## src/rtl/fetch_unit.sv

```systemverilog
// Instruction-fetch stage: owns the fetch PC, issues single outstanding reads to
// instruction memory and buffers returned words (tagged with PC) for decode.
module fetch_unit #(
  parameter logic [15:0] RESET_PC  = 16'h0000,
  parameter int unsigned BUF_DEPTH = 2
) (
  input  logic        clk,
  input  logic        rst_n,
  output logic        imem_req,
  output logic [15:0] imem_addr,
  input  logic        imem_ack,
  input  logic [15:0] imem_data,
  output logic        inst_valid,
  output logic [15:0] inst,
  output logic [15:0] inst_pc,
  input  logic        inst_ready,
  input  logic        redirect_valid,
  input  logic [15:0] redirect_pc,
  input  logic        hlt
);

  localparam int unsigned PW = (BUF_DEPTH > 1) ? $clog2(BUF_DEPTH) : 1;
  localparam int unsigned CW = PW + 1;
  localparam logic [15:0] RST_PC_EVEN = RESET_PC & 16'hFFFE;

  typedef enum logic [1:0] {S_IDLE, S_FETCH, S_DRAIN, S_HALT} state_t;

  state_t          r_state, w_state_nxt;
  logic [15:0]     r_fetch_pc, w_fetch_pc_nxt;
  logic [15:0]     r_addr;
  logic            r_squash, w_squash_nxt;
  logic [15:0]     r_buf_inst [BUF_DEPTH];
  logic [15:0]     r_buf_pc   [BUF_DEPTH];
  logic [PW-1:0]   r_head, r_tail;
  logic [CW-1:0]   r_count, w_cnt_after;
  logic            w_push, w_pop, w_flush, w_full, w_outstanding;
  logic [15:0]     w_redirect_pc;

  assign w_outstanding = (r_state == S_FETCH) || (r_state == S_DRAIN);
  assign w_full        = (r_count == CW'(BUF_DEPTH));
  assign w_redirect_pc = redirect_pc & 16'hFFFE;

  assign inst_valid = (r_count != '0) && (r_state != S_HALT);
  assign inst       = r_buf_inst[r_head];
  assign inst_pc    = r_buf_pc[r_head];
  assign imem_req   = w_outstanding;
  assign imem_addr  = r_addr;

  assign w_pop       = inst_valid & inst_ready;
  assign w_cnt_after = r_count + CW'(1) - CW'(w_pop);

  always_comb begin
    w_state_nxt    = r_state;
    w_fetch_pc_nxt = r_fetch_pc;
    w_squash_nxt   = r_squash;
    w_push         = 1'b0;
    w_flush        = 1'b0;
    case (r_state)
      S_IDLE: begin
        if (hlt) begin
          w_flush     = 1'b1;
          w_state_nxt = S_HALT;
        end else if (redirect_valid) begin
          w_flush        = 1'b1;
          w_fetch_pc_nxt = w_redirect_pc;
          w_state_nxt    = S_FETCH;
        end else if (!w_full) begin
          w_state_nxt = S_FETCH;
        end
      end
      S_FETCH: begin
        if (hlt) begin
          w_flush      = 1'b1;
          w_squash_nxt = 1'b0;
          w_state_nxt  = imem_ack ? S_HALT : S_DRAIN;
        end else if (redirect_valid) begin
          // An unacked request stays on the bus; its data is dropped via squash.
          w_flush        = 1'b1;
          w_fetch_pc_nxt = w_redirect_pc;
          w_squash_nxt   = !imem_ack;
        end else if (imem_ack) begin
          if (r_squash) begin
            w_squash_nxt = 1'b0;
          end else begin
            w_push         = 1'b1;
            w_fetch_pc_nxt = r_fetch_pc + 16'd2;
            if (w_cnt_after == CW'(BUF_DEPTH)) w_state_nxt = S_IDLE;
          end
        end
      end
      S_DRAIN: begin
        if (imem_ack) begin
          w_squash_nxt = 1'b0;
          w_state_nxt  = S_HALT;
        end
      end
      default: ;
    endcase
  end

  always_ff @(posedge clk or negedge rst_n) begin
    if (!rst_n) begin
      r_state    <= S_IDLE;
      r_fetch_pc <= RST_PC_EVEN;
      r_addr     <= RST_PC_EVEN;
      r_squash   <= 1'b0;
    end else begin
      r_state    <= w_state_nxt;
      r_fetch_pc <= w_fetch_pc_nxt;
      r_squash   <= w_squash_nxt;
      if (!(w_outstanding && !imem_ack)) r_addr <= w_fetch_pc_nxt;
    end
  end

  always_ff @(posedge clk or negedge rst_n) begin
    if (!rst_n) begin
      r_head  <= '0;
      r_tail  <= '0;
      r_count <= '0;
      for (int unsigned i = 0; i < BUF_DEPTH; i++) begin
        r_buf_inst[i] <= '0;
        r_buf_pc[i]   <= '0;
      end
    end else if (w_flush) begin
      r_head  <= '0;
      r_tail  <= '0;
      r_count <= '0;
    end else begin
      if (w_push) begin
        r_buf_inst[r_tail] <= imem_data;
        r_buf_pc[r_tail]   <= r_fetch_pc;
        r_tail             <= r_tail + PW'(1);
      end
      if (w_pop) r_head <= r_head + PW'(1);
      r_count <= r_count + CW'(w_push) - CW'(w_pop);
    end
  end

endmodule
```

## config.mk

```make
export PLATFORM = sky130hd
export DESIGN_NAME = fetch_unit
export DESIGN_NICKNAME = d
export VERILOG_FILES = /design/src/rtl/fetch_unit.sv
export SDC_FILE = /design/constraint.sdc
export NUM_CORES = 1
export LEC_CHECK = 0
export ABC_AREA = 1
export CORE_MARGIN = 3
export CORE_UTILIZATION = 50
export DETAILED_ROUTE_END_ITERATION = 10
export GPL_TIMING_DRIVEN = 0
export PLACE_DENSITY_LB_ADDON = 0.1
export SETUP_SLACK_MARGIN = 0.05
export SYNTH_ARGS = -nofsm -noshare
export SYNTH_HDL_FRONTEND = slang
export SYNTH_SLANG_ARGS = --single-unit
```

## constraint.sdc

```tcl
create_clock -name clk -period 3.1 [get_ports clk]
set_input_delay 0.465 -clock clk [delete_from_list [all_inputs] [get_ports clk]]
set_output_delay 0.465 -clock clk [all_outputs]
set_load 0.005 [all_outputs]
```

=== Yosys cells after proc, flatten, opt, wreduce, memory -nomap -nowiden ===
Cells that the tools add are included.

* Bits of input ports: 38
* Output and inout bits: 50
* Logic and storage cells: 95
* Bits in registers: 103

* Reduce and logical (&&, ||, !) cells: 14
* Order comparisons: 3
* Multiplexer cells: 45
* Equality and inequality tests: 11
* Add/sub/neg operators: 7
* Bitwise gates (word level): 4

{| class="wikitable"
|+ Operator list
! operator !! count
|-
| 16-bit two-way mux || 13
|-
| 32-bit bitwise mux || 2
|-
| 16-bit one-hot mux with 2 select lines || 1
|-
| 2-bit two-way mux || 10
|-
| 16-bit by 2-bit adder with 16-bit output, second input constant || 1
|-
| 16-bit demux with 1-bit select || 1
|-
| 1-bit two-way mux || 16
|-
| 3-bit != test, second input constant || 3
|-
| 2-bit nonzero test || 4
|-
| 7-bit AND reduction || 1
|-
| 2-bit equality test, second input constant || 3
|-
| 2-bit one-hot mux with 3 select lines || 1
|-
| 2-bit greater-or-equal comparator, second input constant || 2
|-
| 2-bit != test, second input constant || 2
|-
| 4-bit != test, second input constant || 1
|-
| 1-bit inverter with 2-bit output || 2
|-
| 2-bit by 1-bit subtractor with 2-bit output || 2
|-
| 1-bit logical AND || 3
|-
| 3-bit by 2-bit != test with 1-bit output, second input constant || 1
|-
| 3-bit nonzero test || 1
|-
| 1-bit adder, second input constant || 2
|-
| 2-bit by 1-bit adder with 2-bit output || 1
|-
| 2-bit by 1-bit adder with 2-bit output, second input constant || 1
|-
| 2-bit by 1-bit equality test with 1-bit output, second input constant || 1
|-
| 9 further kinds || 9
|}

=== Longest topological paths before layout ===
* Depth after elaboration: 11
* Depth in mapped cells: 12
* Depth with buffers taken out: 12

=== Worst setup path before layout ===
OpenSTA, ideal clock, no wires.

* Kind: register to register
* From: reg r_state[1]
* To: reg r_count[1]
* Stages on the path, launching flop included: 11
* Arrival time: 2.039 ns
* Setup time: 0.077 ns
* Clock period less this slack: 2.117 ns
* Setup slack: 0.983 ns
* Buffers on the path: 2
* Data required time: 3.023 ns
* Path through: dfrtp_1 > inv_1 > ha_1 > buf_2 > clkbuf_1 > nand2_1 > ha_1 > inv_1 > ha_1 > or2_2 > a21oi_1

* Longest elaborated chain between the ends: 5
* Elaborated cells between the ends (all ways): 11
* Those cells by class: 2 x add/sub; 2 x eq/ne; 3 x mux; 1 x bitwise; 3 x reduce/logical

{| class="wikitable"
|+ Ends and longest elaborated chain
! item !! RTL line !! source
|-
| from (decl) || 28 || <nowiki>state_t r_state, w_state_nxt;</nowiki>
|-
| from (signal assigned) || 108 || <nowiki>r_state <= w_state_nxt;</nowiki>
|-
| 2-bit by 1-bit equality test with 1-bit output or 2-bit != test (tied branches) || 58, 43 ||
|-
| 1-bit two-way mux or 1-bit logical AND (tied branches) || 58, 43 ||
|-
| 2-bit by 1-bit adder with 2-bit output or 1-bit bitwise AND (tied branches) || 135, 49 ||
|-
| 2-bit by 1-bit subtractor with 2-bit output || 135 || <nowiki>r_count <= r_count + CW'(w_push) - CW'(w_pop);</nowiki>
|-
| 2-bit two-way mux (*) || 124 || <nowiki>end else if (w_flush) begin</nowiki>
|-
| to (signal assigned) || 135 ||
|-
| to (decl) || 35 || <nowiki>logic [CW-1:0] r_count, w_cnt_after;</nowiki>
|}

Every way passes the cells marked *; elsewhere a longest branch is shown, timed or not.
A chain may end at the register's enable or synchronous reset.

=== Worst setup path after layout ===
* From: reg r_head
* To: out inst_pc[8]

* Longest elaborated chain between the ends: 4

{| class="wikitable"
|+ Ends and longest elaborated chain
! item !! RTL line !! source
|-
| from (decl) || 34 || <nowiki>logic [PW-1:0] r_head, r_tail;</nowiki>
|-
| from (signal assigned) || 134 || <nowiki>if (w_pop) r_head <= r_head + PW'(1);</nowiki>
|-
| 1-bit inverter with 2-bit output (implied by the code) || 45 || <nowiki>assign inst_pc = r_buf_pc[r_head];</nowiki>
|-
| 16-bit two-way mux (implied by the code) (3 in series) || 45 ||
|-
| to (decl) || 15 || <nowiki>output logic [15:0] inst_pc,</nowiki>
|}

Every way passes these cells. The select of a mux whose other input is x is not followed.

==> run metrics <==
Clk Latency, worst-skew pair=a little under 0.4 ns; DP HPWL=about 11,000 µm; routed wire length=~15,000 µm; startpoint type of the worst setup path=register; register area=between 0.002 and 0.003 mm²; CTS tree=built; Yosys reg bits=around 100; Worst Hold Class=in2async; antenna violations before repair=0; reg2reg path depth=10; crit end category=output port; Post-Synthesis Mean Instance Area=about 7.6 µm²; Min Clock Period, post-route=around 2.7 ns; RSZ-0062 raised after global routing=no; worst vdd ir=between 0.0006 and 0.0007 V; NumNets Final=approximately 850; CP Launch Point=r_head; # placed instances=932; Synth top area share=47.5%; Final period util=between 80 and 90%; Max H-tree Level=3; critical path peak fanout=10; GR Overflow Total=0; Post-Place Cell Area=about 0.0065 mm²; Non-Filler Instances=about 950; Synth area leader=dfrtp_1; GRT Total Usage=a little over a quarter; # clock sinks=between 100 and 150; Cells after Synth=709; number of synthesized flops with an enable pin=0; share of cells above drive strength 1=~7.1%; die area=roughly 0.012 mm²; Post-CTS Setup Repair Bufs=0; top-count cell post-synth=nand2_1; Max Slew Vio Count=0; CP arrival=about 2.3 ns; Hold WS=0.0843 ns; post-cts sizing count=0; drt pass-1 iters=5; IO Count=~90; detailed-route via count=slightly below 5,000; critical path class=reg2out; wire per inst=between 15 and 20 µm; Fin. Hold Viols=0; PD cells=between 900 and 1000 mW/mm²; Antenna diodes=0; number of hold buffers added after CTS=0; Overall Power=between 0.006 and 0.007 W; yosys warns=0; Async S/R FF share, synth=100%; CTS Buffer Depth=2; effective utilization at floorplan=~52%; remaining antenna violation count=0; Multi-input gate area=0.00240 mm²; Syn Nets=around 760; first-pass GRT wire length=between 20,000 and 25,000 µm; die width=between 100 and 150 µm; FILL cells=950; synth unique cells=36; leak pwr=3.26 nW; GP Congestion=between 0.9 and 1; Area Growth Syn to Fin=22.8%; Post-Syn Area=about 0.0054 mm²; vias in the first global route=4,880; largest net degree at the start of global routing=58; CTS clock-pin slew for the worst setup and hold paths=0.10 ns; DRT iter0 DRCs=385; Std-Cell Rows=37; Crit Reg-Reg Startpoint=r_state[1]; cts bufs inserted=9; max_slew headroom=a little over half; fin util=between 60% and 70%; core area=about 0.010 mm²; design area=0.00666 mm²; clock root buffer=clkbuf_8; post-DR vias/cell=around 5.2; Seq/Total Area, Yosys=a little under half; Area contributors post-synth=dfrtp_1, nand2_1, inv_1; IO buf count=86; top cells by count, synth=nand2_1, dfrtp_1, inv_1; Max-cap violations=0; die boundary height=110 µm; f_max=around 370 MHz; Clock Skews=approximately 0.0067 ns; top_reg_cell synth=dfrtp_1; final setup vio count=0; drt drc=0; status=complete, no violations; worst slew pin tran=0.710 ns; required time of the critical path=2.63 ns
-- placed cells by master, fill, tap and decap left out, types with 7 or more instances in the layout --
| cell type | count |
|---|---|
| a21oi_1 | 13 |
| buf_2 | 8 |
| buf_6 | 7 |
| clkbuf_1 | 16 |
| clkbuf_8 | 9 |
| clkdlybuf4s50_1 | 85 |
| dfrtp_1 | 103 |
| ha_1 | 9 |
| inv_1 | 62 |
| nand2_1 | 287 |
| nand3_1 | 26 |
| nand4_1 | 11 |
| nor2_1 | 27 |
| o211ai_1 | 11 |
| o21ai_0 | 43 |
| o21ai_1 | 37 |
| or2_1 | 12 |
-- cells by family after synthesis --
family | synth area share (%)
buffers and inverters | 8.24
flip-flops | 47.5
AND/OR/NAND/NOR | 29.6
XOR/XNOR | 0.162
AO/OA/AOI/OAI | 12.4
adder cells (fa/ha/maj) | 2.08
-- path summary, 6_finish.rpt --
kind | endpoint | slack [ns]
worst max-delay path | inst_pc[8] | 0.38
worst min-delay path | r_buf_inst[5] | 0.08
worst max register to register | r_count[1] | 0.51
worst min register to register | imem_addr[0] | 0.49
max in group asynchronous | r_fetch_pc[1] | 2.32
min in group clk | imem_addr[0] | 0.49
-- routing by layer --
metal / track usage (%) / vias to the layer above / part of all wire (%)
li1: - / 2447 / -
met1: 34.0 / 2352 / 44
met2: 44.3 / 152 / 48
met3: 5.82 / 21 / 5.9
met4: 7.48 / 0 / 1.9
met5: 0 / - / 0
-- worst max-delay path: stages, from the launching register on --
cell             delay [ns]
dfrtp_1                0.34
clkbuf_1               0.24
clkinv_1               0.31
clkbuf_1               0.33
nand2_1                0.12
nand2_1                0.08
clkdlybuf4s50_1        0.45
-- through the flow --
step | TNS, ns | worst slack, ns
2_1_floorplan | 0 | 0.983
3_3_place_gp | -223.18 | -2.17
3_5_place_dp | 0 | 0.289
4_1_cts | 0 | 0.343
5_1_grt | 0 | 0.185
6_report | 0 | 0.379
-- report_power, final --
group / total [W] / internal (W) / switching, W / leakage [nW]
Sequential: 0.00232 / 0.00191 / 0.000407 / 1.33
Clock: 0.000797 / 0.000300 / 0.000497 / 0.0884
Combinational: 0.00308 / 0.00133 / 0.00175 / 1.84
-- sequential cells by signal, indices dropped and copies added (netlist names) --
name,cells
imem_addr,16
r_buf_inst,32
r_buf_pc,32
r_count,2
r_fetch_pc,16
r_head,1
r_squash,1
r_state,2
r_tail,1
-- final cells by class --
| type | count | share of cell area [%] |
|---|---|---|
| Inverter | 68 | 3.83 |
| Multi-Input combinational cell | 505 | 36.0 |
| Tap cell | 136 | 2.55 |
| Timing Repair Buffer | 87 | 13.3 |
| Clock buffer | 9 | 1.86 |
| Clock inverter | 7 | 0.883 |
| Buffer | 33 | 2.87 |
| Sequential cell | 103 | 38.7 |
Note: power is estimated with default switching activity, not from simulation.
